File: config.mk
export PLATFORM = sky130hd
export DESIGN_NAME = csr_pipe_stage_flat
export DESIGN_NICKNAME = d
export VERILOG_FILES = /design/src/rtl/csr_pipe_if.sv /design/src/rtl/csr_pipe_stage.sv /design/src/flat_wrapper.sv
export SDC_FILE = /design/constraint.sdc
export NUM_CORES = 1
export LEC_CHECK = 0
export CAP_MARGIN = 30
export CELL_PAD_IN_SITES_DETAIL_PLACEMENT = 0
export CELL_PAD_IN_SITES_GLOBAL_PLACEMENT = 1
export CORE_MARGIN = 2
export CORE_UTILIZATION = 31
export DETAILED_ROUTE_END_ITERATION = 8
export PLACE_DENSITY = 0.86
export SYNTH_ARGS = -nofsm -noshare
export SYNTH_HDL_FRONTEND = slang
export SYNTH_SLANG_ARGS = --single-unit
File: constraint.sdc
create_clock -name clk -period 4.07 [get_ports clk]
set_input_delay 0.407 -clock clk [delete_from_list [all_inputs] [get_ports clk]]
set_output_delay 0.407 -clock clk [all_outputs]
set_load 0.005 [all_outputs]
File: src/rtl/csr_pipe_if.sv
// Bundle of control, payload and status signals between the CSR pipeline
// register and its execute-side driver / writeback consumer / hazard unit.
interface csr_pipe_if #(
  parameter int DATA_W = 32,
  parameter int ADDR_W = 12,
  parameter int CNT_W  = 1
);
  logic              stall;
  logic              flush;
  logic              in_valid;
  logic              in_we;
  logic [1:0]        in_op;
  logic [DATA_W-1:0] in_wdata;
  logic [ADDR_W-1:0] in_addr;
  logic [ADDR_W-1:0] lookup_addr;
  logic              out_valid;
  logic              out_we;
  logic [1:0]        out_op;
  logic [DATA_W-1:0] out_wdata;
  logic [ADDR_W-1:0] out_addr;
  logic              hazard;
  logic [CNT_W-1:0]  inflight_cnt;

  modport master (
    output stall, flush, in_valid, in_we, in_op, in_wdata, in_addr, lookup_addr,
    input  out_valid, out_we, out_op, out_wdata, out_addr, hazard, inflight_cnt
  );

  modport slave (
    input  stall, flush, in_valid, in_we, in_op, in_wdata, in_addr, lookup_addr,
    output out_valid, out_we, out_op, out_wdata, out_addr, hazard, inflight_cnt
  );
endinterface

File: src/rtl/csr_pipe_stage.sv
// DEPTH-stage execute->writeback CSR pipeline register with stall/flush,
// an in-flight CSR-write counter and an address-match hazard probe.
module csr_pipe_stage #(
  parameter int DATA_W = 32,
  parameter int ADDR_W = 12,
  parameter int DEPTH  = 1,
  parameter int CNT_W  = $clog2(DEPTH + 1)
) (
  input logic         clk,
  input logic         rst,
  csr_pipe_if.slave   bus
);

  typedef struct packed {
    logic              v;
    logic              we;
    logic [1:0]        op;
    logic [DATA_W-1:0] wdata;
    logic [ADDR_W-1:0] addr;
  } stage_t;

  // Handshake: in_valid marks stage-0 input as a CSR instruction; while stall
  // is high nothing moves and upstream must hold its input; out_* is valid for
  // exactly the cycles out_valid is high and is dropped on the next advance.
  stage_t           r_stage [DEPTH];
  logic [CNT_W-1:0] r_cnt;

  stage_t           w_in;
  logic [CNT_W-1:0] w_inc;
  logic [CNT_W-1:0] w_dec;
  logic             w_hazard;

  // Unqualified inputs collapse to an all-zero bubble so stored we == v & in_we.
  always_comb begin
    w_in = '0;
    if (bus.in_valid) begin
      w_in.v     = 1'b1;
      w_in.we    = bus.in_we;
      w_in.op    = bus.in_op;
      w_in.wdata = bus.in_wdata;
      w_in.addr  = bus.in_addr;
    end
  end

  assign w_inc = CNT_W'(w_in.we);
  assign w_dec = CNT_W'(r_stage[DEPTH-1].we);

  always_ff @(posedge clk) begin
    if (!rst || bus.flush) begin
      for (int k = 0; k < DEPTH; k++) begin
        r_stage[k] <= '0;
      end
      r_cnt <= '0;
    end else if (!bus.stall) begin
      r_stage[0] <= w_in;
      for (int k = 1; k < DEPTH; k++) begin
        r_stage[k] <= r_stage[k-1];
      end
      r_cnt <= r_cnt + w_inc - w_dec;
    end
  end

  // Hazard looks only at registered stages, never at the incoming instruction.
  always_comb begin
    w_hazard = 1'b0;
    for (int k = 0; k < DEPTH; k++) begin
      if (r_stage[k].v && r_stage[k].we && (r_stage[k].addr == bus.lookup_addr)) begin
        w_hazard = 1'b1;
      end
    end
  end

  assign bus.out_valid    = r_stage[DEPTH-1].v;
  assign bus.out_we       = r_stage[DEPTH-1].we;
  assign bus.out_op       = r_stage[DEPTH-1].op;
  assign bus.out_wdata    = r_stage[DEPTH-1].wdata;
  assign bus.out_addr     = r_stage[DEPTH-1].addr;
  assign bus.hazard       = w_hazard;
  assign bus.inflight_cnt = r_cnt;

endmodule

File: src/flat_wrapper.sv
// flat-port wrapper written by rule: the top's interface ports become plain ports
module csr_pipe_stage_flat 
#(
  parameter int DATA_W = 32,
  parameter int ADDR_W = 12,
  parameter int DEPTH  = 1,
  parameter int CNT_W  = $clog2(DEPTH + 1)
)
  (clk, rst, bus_stall, bus_flush, bus_in_valid, bus_in_we, bus_in_op, bus_in_wdata, bus_in_addr, bus_lookup_addr, bus_out_valid, bus_out_we, bus_out_op, bus_out_wdata, bus_out_addr, bus_hazard, bus_inflight_cnt);
  csr_pipe_if #(.DATA_W(DATA_W), .ADDR_W(ADDR_W), .CNT_W(CNT_W)) bus_i ();
  input logic clk;
  input logic rst;
  input wire logic [$bits(bus_i.stall)-1:0] bus_stall;
  input wire logic [$bits(bus_i.flush)-1:0] bus_flush;
  input wire logic [$bits(bus_i.in_valid)-1:0] bus_in_valid;
  input wire logic [$bits(bus_i.in_we)-1:0] bus_in_we;
  input wire logic [$bits(bus_i.in_op)-1:0] bus_in_op;
  input wire logic [$bits(bus_i.in_wdata)-1:0] bus_in_wdata;
  input wire logic [$bits(bus_i.in_addr)-1:0] bus_in_addr;
  input wire logic [$bits(bus_i.lookup_addr)-1:0] bus_lookup_addr;
  output wire logic [$bits(bus_i.out_valid)-1:0] bus_out_valid;
  output wire logic [$bits(bus_i.out_we)-1:0] bus_out_we;
  output wire logic [$bits(bus_i.out_op)-1:0] bus_out_op;
  output wire logic [$bits(bus_i.out_wdata)-1:0] bus_out_wdata;
  output wire logic [$bits(bus_i.out_addr)-1:0] bus_out_addr;
  output wire logic [$bits(bus_i.hazard)-1:0] bus_hazard;
  output wire logic [$bits(bus_i.inflight_cnt)-1:0] bus_inflight_cnt;
  assign bus_i.stall = bus_stall;
  assign bus_i.flush = bus_flush;
  assign bus_i.in_valid = bus_in_valid;
  assign bus_i.in_we = bus_in_we;
  assign bus_i.in_op = bus_in_op;
  assign bus_i.in_wdata = bus_in_wdata;
  assign bus_i.in_addr = bus_in_addr;
  assign bus_i.lookup_addr = bus_lookup_addr;
  assign bus_out_valid = bus_i.out_valid;
  assign bus_out_we = bus_i.out_we;
  assign bus_out_op = bus_i.out_op;
  assign bus_out_wdata = bus_i.out_wdata;
  assign bus_out_addr = bus_i.out_addr;
  assign bus_hazard = bus_i.hazard;
  assign bus_inflight_cnt = bus_i.inflight_cnt;
  csr_pipe_stage #(.DATA_W(DATA_W), .ADDR_W(ADDR_W), .DEPTH(DEPTH), .CNT_W(CNT_W)) u_core (.clk(clk), .rst(rst), .bus(bus_i));
endmodule
==> metrics.txt, run 1 <==
Diodes inserted 0; Final Cycle Share 0.579; leak pwr 0.00123 uW; CTS sink cnt 49; max-cap viol count 0; Final Max Slew Viols 0; met2 wire length 2110 um; Pwr Density 305 mW/mm^2; Hold Buf Count CTS 0; chip height 84.4 um; Via density 4.18; commonest non-fill, non-tap cells in the layout clkdlybuf4s50_1, edfxtp_1, and2_1, xnor2_1, clkbuf_8; Final Hold Slack 0.477 ns; multi-input combinational cell area 503 sq um; Worst Path Required 3.66 ns; Synth Register Bits 49; Setup CP Type in2out; setup slack, reg-to-reg 3.02 ns; Die ar. 0.00713 sq mm; Clock Latency Late Sink 0.28 ns; HP Class reg2reg; syn_nets 191; global-route wire length before repair 6390 um; CP Max Fanout 1; RSZ-0062 raised after global routing false; post-route minimum period 2.36 ns; cell area after layout 0.00329 sq mm; Post-DRT Antenna Nets 0; Die X 84.4 um; max_slew headroom 0.706; WL per Instance 12.9 um; CTS HTree Levels 2; RR Startpoint u_core.r_stage[0][46]; final non-filler cell total 321; nets@finish 307; most common cell after layout, fill and taps aside clkdlybuf4s50_1; placed inst area 0.00321 sq mm; initial antenna violation count 0; Root Driver clkbuf_8; CTS tree done; core area 0.00631 sq mm; reg2reg end u_core.bus.inflight_cnt; outcome complete, no violations; grt ovf 0; post-synthesis cell type count 18; share of cells above drive strength 1 0.0492; Tot GR Track Use 0.115; fillers 590; Seq/Total Area, Yosys 0.729; worst hold start u_core.bus.inflight_cnt; largest net degree at the start of global routing 49; TritonCTS buffer count 5; crit path launch type primary input; postcts setup bufs 0; Place WS 1.72 ns; area grow syn2layout 64.3%; CTS clk-pin slew, worst paths 0.08 ns; Yosys warnings 0; syn avg cell area 15.8 sq um; Initial DRC Count 43; arrival time worst endpoint 1.95 ns; DRC 0; Detailed Place HPWL 3100 um; met1 WL 1570 um; vias in the first global route 1,325; CTS resizes 0; clock skew 0.0000467 ns; Finish-stage setup viols 0; Detail Route met3 WL 431 um; uppermost layer routed met4; dpl cells 313; Longest Clk Path Bufs 2; WHS Endpoint u_core.bus.inflight_cnt; Max Freq 425 MHz; DRT Pass-1 Iters 4; Rows 29; TNS Setup 0 ns; worst-margin pin slew 0.441 ns; Fin. Hold Viols 0; initial core utilization 0.318; I/O pin count 114; worst hold stages 2; Placer Congestion 0.738; Crit. End Element primary output; Post-Syn Instances 127; register area 0.00146 sq mm; via count 1,342; synthesized cell area 0.00201 sq mm; VDD IR-drop max 0.187 mV; PortBufs 113; Routed WL 4140 um; FF-to-FF path depth 3; final setup margin 1.71 ns
[final cells by class]
type / instances / share of cell area
timing repair buffer: 114 / 0.349
clock buffer: 6 / 0.0220
sequential: 49 / 0.444
multi-input combinational: 73 / 0.153
tap: 77 / 0.0292
clock inverter: 2 / 0.00304
[synthesized netlist by cell type]
library cell / number / share of area
xnor2_1: 12 / 0.052
mux2i_1: 1 / 0.0050
buf_6: 3 / 0.017
nor4_1: 1 / 0.0031
a21bo_2: 1 / 0.0050
and2_1: 47 / 0.15
nand3_1: 2 / 0.0050
clkbuf_2: 1 / 0.0025
dfxtp_1: 1 / 0.010
nand2b_1: 1 / 0.0031
nand4_1: 2 / 0.0062
nand3b_1: 1 / 0.0037
and3b_4: 1 / 0.0062
buf_2: 1 / 0.0025
edfxtp_1: 48 / 0.72
nand2_1: 2 / 0.0037
nor2b_4: 1 / 0.0069
a21oi_1: 1 / 0.0025
[cell families (layout without fill, tap and decap cells)]
group,Yosys count,in the layout,share of synthesized area
simple gates,58,58,0.185
flops,49,49,0.729
xor+xnor,12,12,0.0524
buf+inv,5,122,0.0218
compound gates,2,2,0.00748
mux,1,1,0.00499
[where the power goes]
| part | switching (uW) | leakage, uW | total (uW) | internal, uW |
|---|---|---|---|---|
| logic | 39.0 | 0.000620 | 149 | 110 |
| registers | 9.83 | 0.000562 | 588 | 578 |
| clock network | 148 | 0.0000450 | 268 | 119 |
| total | 197 | 0.00123 | 1000 | 807 |
[flip-flops by register name, indices dropped and copies added, names as in the netlist]
signal,flops
u_core.bus.inflight_cnt,1
u_core.r_stage,48
[stage by stage]
stage                util  total power, uW
floorplan               -              632
global placement    0.506              746
detailed placement  0.509              751
CTS                 0.522             1020
global route        0.522             1060
finish              0.522             1000
[worst max-delay path, stage by stage]
cell and delay [ns]:
clkdlybuf4s50_1 0.47, xnor2_1 0.13, nand4_1 0.15, nor4_1 0.25, clkdlybuf4s50_1 0.54
[per-layer routing]
layer  track usage  vias to the layer above
li1              -                      670
met1         0.128                      599
met2         0.198                       69
met3        0.0452                        4
met4        0.0476                        0
met5             0                        -
[worst max-delay path by stage]
stage	endpoint	from	cells past startpoint
2_1_floorplan	u_core.r_stage[0][0]	rst	2
5_1_grt	bus_hazard	bus_lookup_addr[3]	5
3_3_place_gp	bus_hazard	bus_lookup_addr[7]	5
6_report	bus_hazard	bus_lookup_addr[3]	5
3_5_place_dp	bus_hazard	bus_lookup_addr[3]	5
4_1_cts	bus_hazard	bus_lookup_addr[3]	5
Note: power is estimated with default switching activity, not from simulation.
==> inputs of run 2 (changes only) <==
CORE_UTILIZATION = 26   (was 31)
PLACE_DENSITY = 0.77   (was 0.86)
clock period = 1.94 ns   (was 4.07 ns; I/O delays follow)
==> run 2 against run 1 <==
Effect of this change:
- wire length increased by 8.6%
- register-to-register slack got worse by 2.2 ns
- utilization decreased by 8.4 points
- non-clock buffer count increased by 1
- via count increased by 3.6%
- hold slack improved by 0.0087 ns
- worst setup slack got worse by 1.5 ns
- final cell count increased by 8.1%
==> metrics.txt, run 2 (same netlist as run 1, synthesis figures left out) <==
FF-to-FF path depth 3 (unchanged); Placer Congestion 0.733 (-0.70%); cell area after layout 0.00333 sq mm (+1.1%); reg2reg end u_core.bus.inflight_cnt; Design Power 2130 uW (+110%); Die ar. 0.00843 sq mm (+18%); RR Startpoint u_core.r_stage[0][46]; worst hold stages 2 (unchanged); Die X 91.8 um (+8.8%); placed inst area 0.00324 sq mm (+0.97%); Rows 32 (+10%); max_slew headroom 0.705 (-0.000900); RSZ-0062 raised after global routing false; arrival time worst endpoint 1.52 ns (-0.43 ns); CTS sink cnt 49 (unchanged); HP Class reg2reg; largest net degree at the start of global routing 49 (unchanged); Longest Clk Path Bufs 2 (unchanged); Finish-stage setup viols 0 (unchanged); logic gate share of total power 0.148 (about the same); commonest non-fill, non-tap cells in the layout clkdlybuf4s50_1, edfxtp_1, and2_1, xnor2_1, clkbuf_8; CP Max Fanout 2 (+1); Max Freq 584 MHz; I/O pin count 114 (unchanged); Final Max Slew Viols 0 (unchanged); Pwr Density 640 mW/mm^2 (+110%); TritonCTS buffer count 5 (unchanged); max-cap viol count 0 (unchanged); vias in the first global route 1,417 (+6.9%); switching share of power 0.204 (+0.00791); fillers 735 (+25%); CTS tree done; Routed WL 4500 um (+8.6%); setup slack, reg-to-reg 0.87 ns (-2.15 ns); P_int 1700 uW (+110%); Fin. Hold Viols 0 (unchanged); share of cells above drive strength 1 0.0531 (+0.00388); Detailed Place HPWL 3330 um (+7.2%); WHS Endpoint u_core.bus.inflight_cnt; nets@finish 308 (+0.33%); initial antenna violation count 0 (unchanged); worst hold start u_core.bus.inflight_cnt; post-route minimum period 1.71 ns; global-route wire length before repair 7080 um (+11%); Hold Buf Count CTS 0 (unchanged); multi-input combinational cell area 503 sq um (unchanged); Clk pwr share 0.273 (+0.006); worst-margin pin slew 0.443 ns (+0.00135 ns); DRC 0 (unchanged); chip height 91.8 um (+8.8%); Root Driver clkbuf_8; Final Cycle Share 0.882; DRT Pass-1 Iters 4 (unchanged); Post-DRT Antenna Nets 0 (unchanged); PortBufs 113 (unchanged); WL per Instance 13.0 um (+0.46%); Clock Latency Late Sink 0.29 ns (about the same); Worst Path Required 1.75 ns (-1.91 ns); post-layout util 0.438 (-0.0838); Psw 435 uW (+120%); Diodes inserted 0 (unchanged); CTS HTree Levels 2 (unchanged); grt ovf 0 (unchanged); core area 0.00761 sq mm (+20%); outcome complete, no violations; initial core utilization 0.264 (-0.0540); Sequential Power Share 0.579 (-0.006); CTS clk-pin slew, worst paths 0.09 ns (about the same); Initial DRC Count 28 (-35%); max reg flops 48 (unchanged); register ranked first by flip-flop count u_core.r_stage; Setup CP Type reg2out; Tot GR Track Use 0.109 (-0.00607); Crit. End Element primary output; VDD IR-drop max 0.345 mV (+85%); most common cell after layout, fill and taps aside clkdlybuf4s50_1; clock skew 0.000399 ns (+0.000352 ns); register area 0.00146 sq mm (unchanged); crit path launch type flip-flop; via count 1,390 (+3.6%); leak pwr 0.00124 uW (+0.83%); Final Hold Slack 0.485 ns (+0.00868 ns); area grow syn2layout 66.1%; Via density 4.01 (-4.2%)
-- run 2: cell count changes in the layout (fill, tap and decap cells not counted) --
cell,change
clkdlybuf4s50_1,-1
dlygate4sd2_1,+1
buf_4,+1
-- run 2: cell type report --
type | instances | area share
clock buffer | 6 | 0.0218
clock inverter | 2 | 0.00300
multi-input combinational | 73 | 0.151
sequential | 49 | 0.439
tap | 102 | 0.0383
timing repair buffer | 115 | 0.347
-- run 2: metrics by stage --
stage	TNS (ns)	instances	setup slack, ns
2_1_floorplan	0	127	0.189
3_3_place_gp	0	338	0.00333
3_5_place_dp	-0.00433	338	-0.00433
4_1_cts	0	347	0.183
5_1_grt	0	347	0.108
6_report	0	347	0.229
-- run 2: power by group through the flow --
stage	registers [uW]	clock network [uW]	logic [uW]
finish	1230	582	315
global route	1240	650	340
CTS	1240	611	321
detailed placement	1260	0	318
global placement	1260	0	316
floorplan	1270	0	60.1
-- run 2: how the worst max path moves through the flow --
stage                               startpoint                    to  depth (start not counted)
after floorplan                            rst  u_core.r_stage[0][0]                          2
final                     u_core.r_stage[0][7]            bus_hazard                          4
after detailed placement    bus_lookup_addr[7]            bus_hazard                          5
after global routing      u_core.r_stage[0][6]            bus_hazard                          4
after CTS                 u_core.r_stage[0][7]            bus_hazard                          4
after global placement      bus_lookup_addr[8]            bus_hazard                          5
-- run 2: routing by layer --
| metal | track usage | wire length [um] | up-vias |
|---|---|---|---|
| li1 | - | - | 672 |
| met4 | 0.0522 | 123 | 0 |
| met5 | 0 | 0 | - |
| met1 | 0.120 | 1720 | 647 |
| met2 | 0.189 | 2280 | 60 |
| met3 | 0.0378 | 368 | 11 |
-- run 2: worst max-delay path, stage by stage (launching register included) --
cell,delay [ns]
edfxtp_1,0.42
xnor2_1,0.18
nand4_1,0.14
nor4_1,0.22
dlygate4sd2_1,0.26
-- run 2: repair_timing --
action | CTS | global route
hold endpoints to repair | 0 | 0
endpoints found under the setup margin | 1 | 0
buffers inserted | 1 | 0
gates resized for setup | 1 | 0
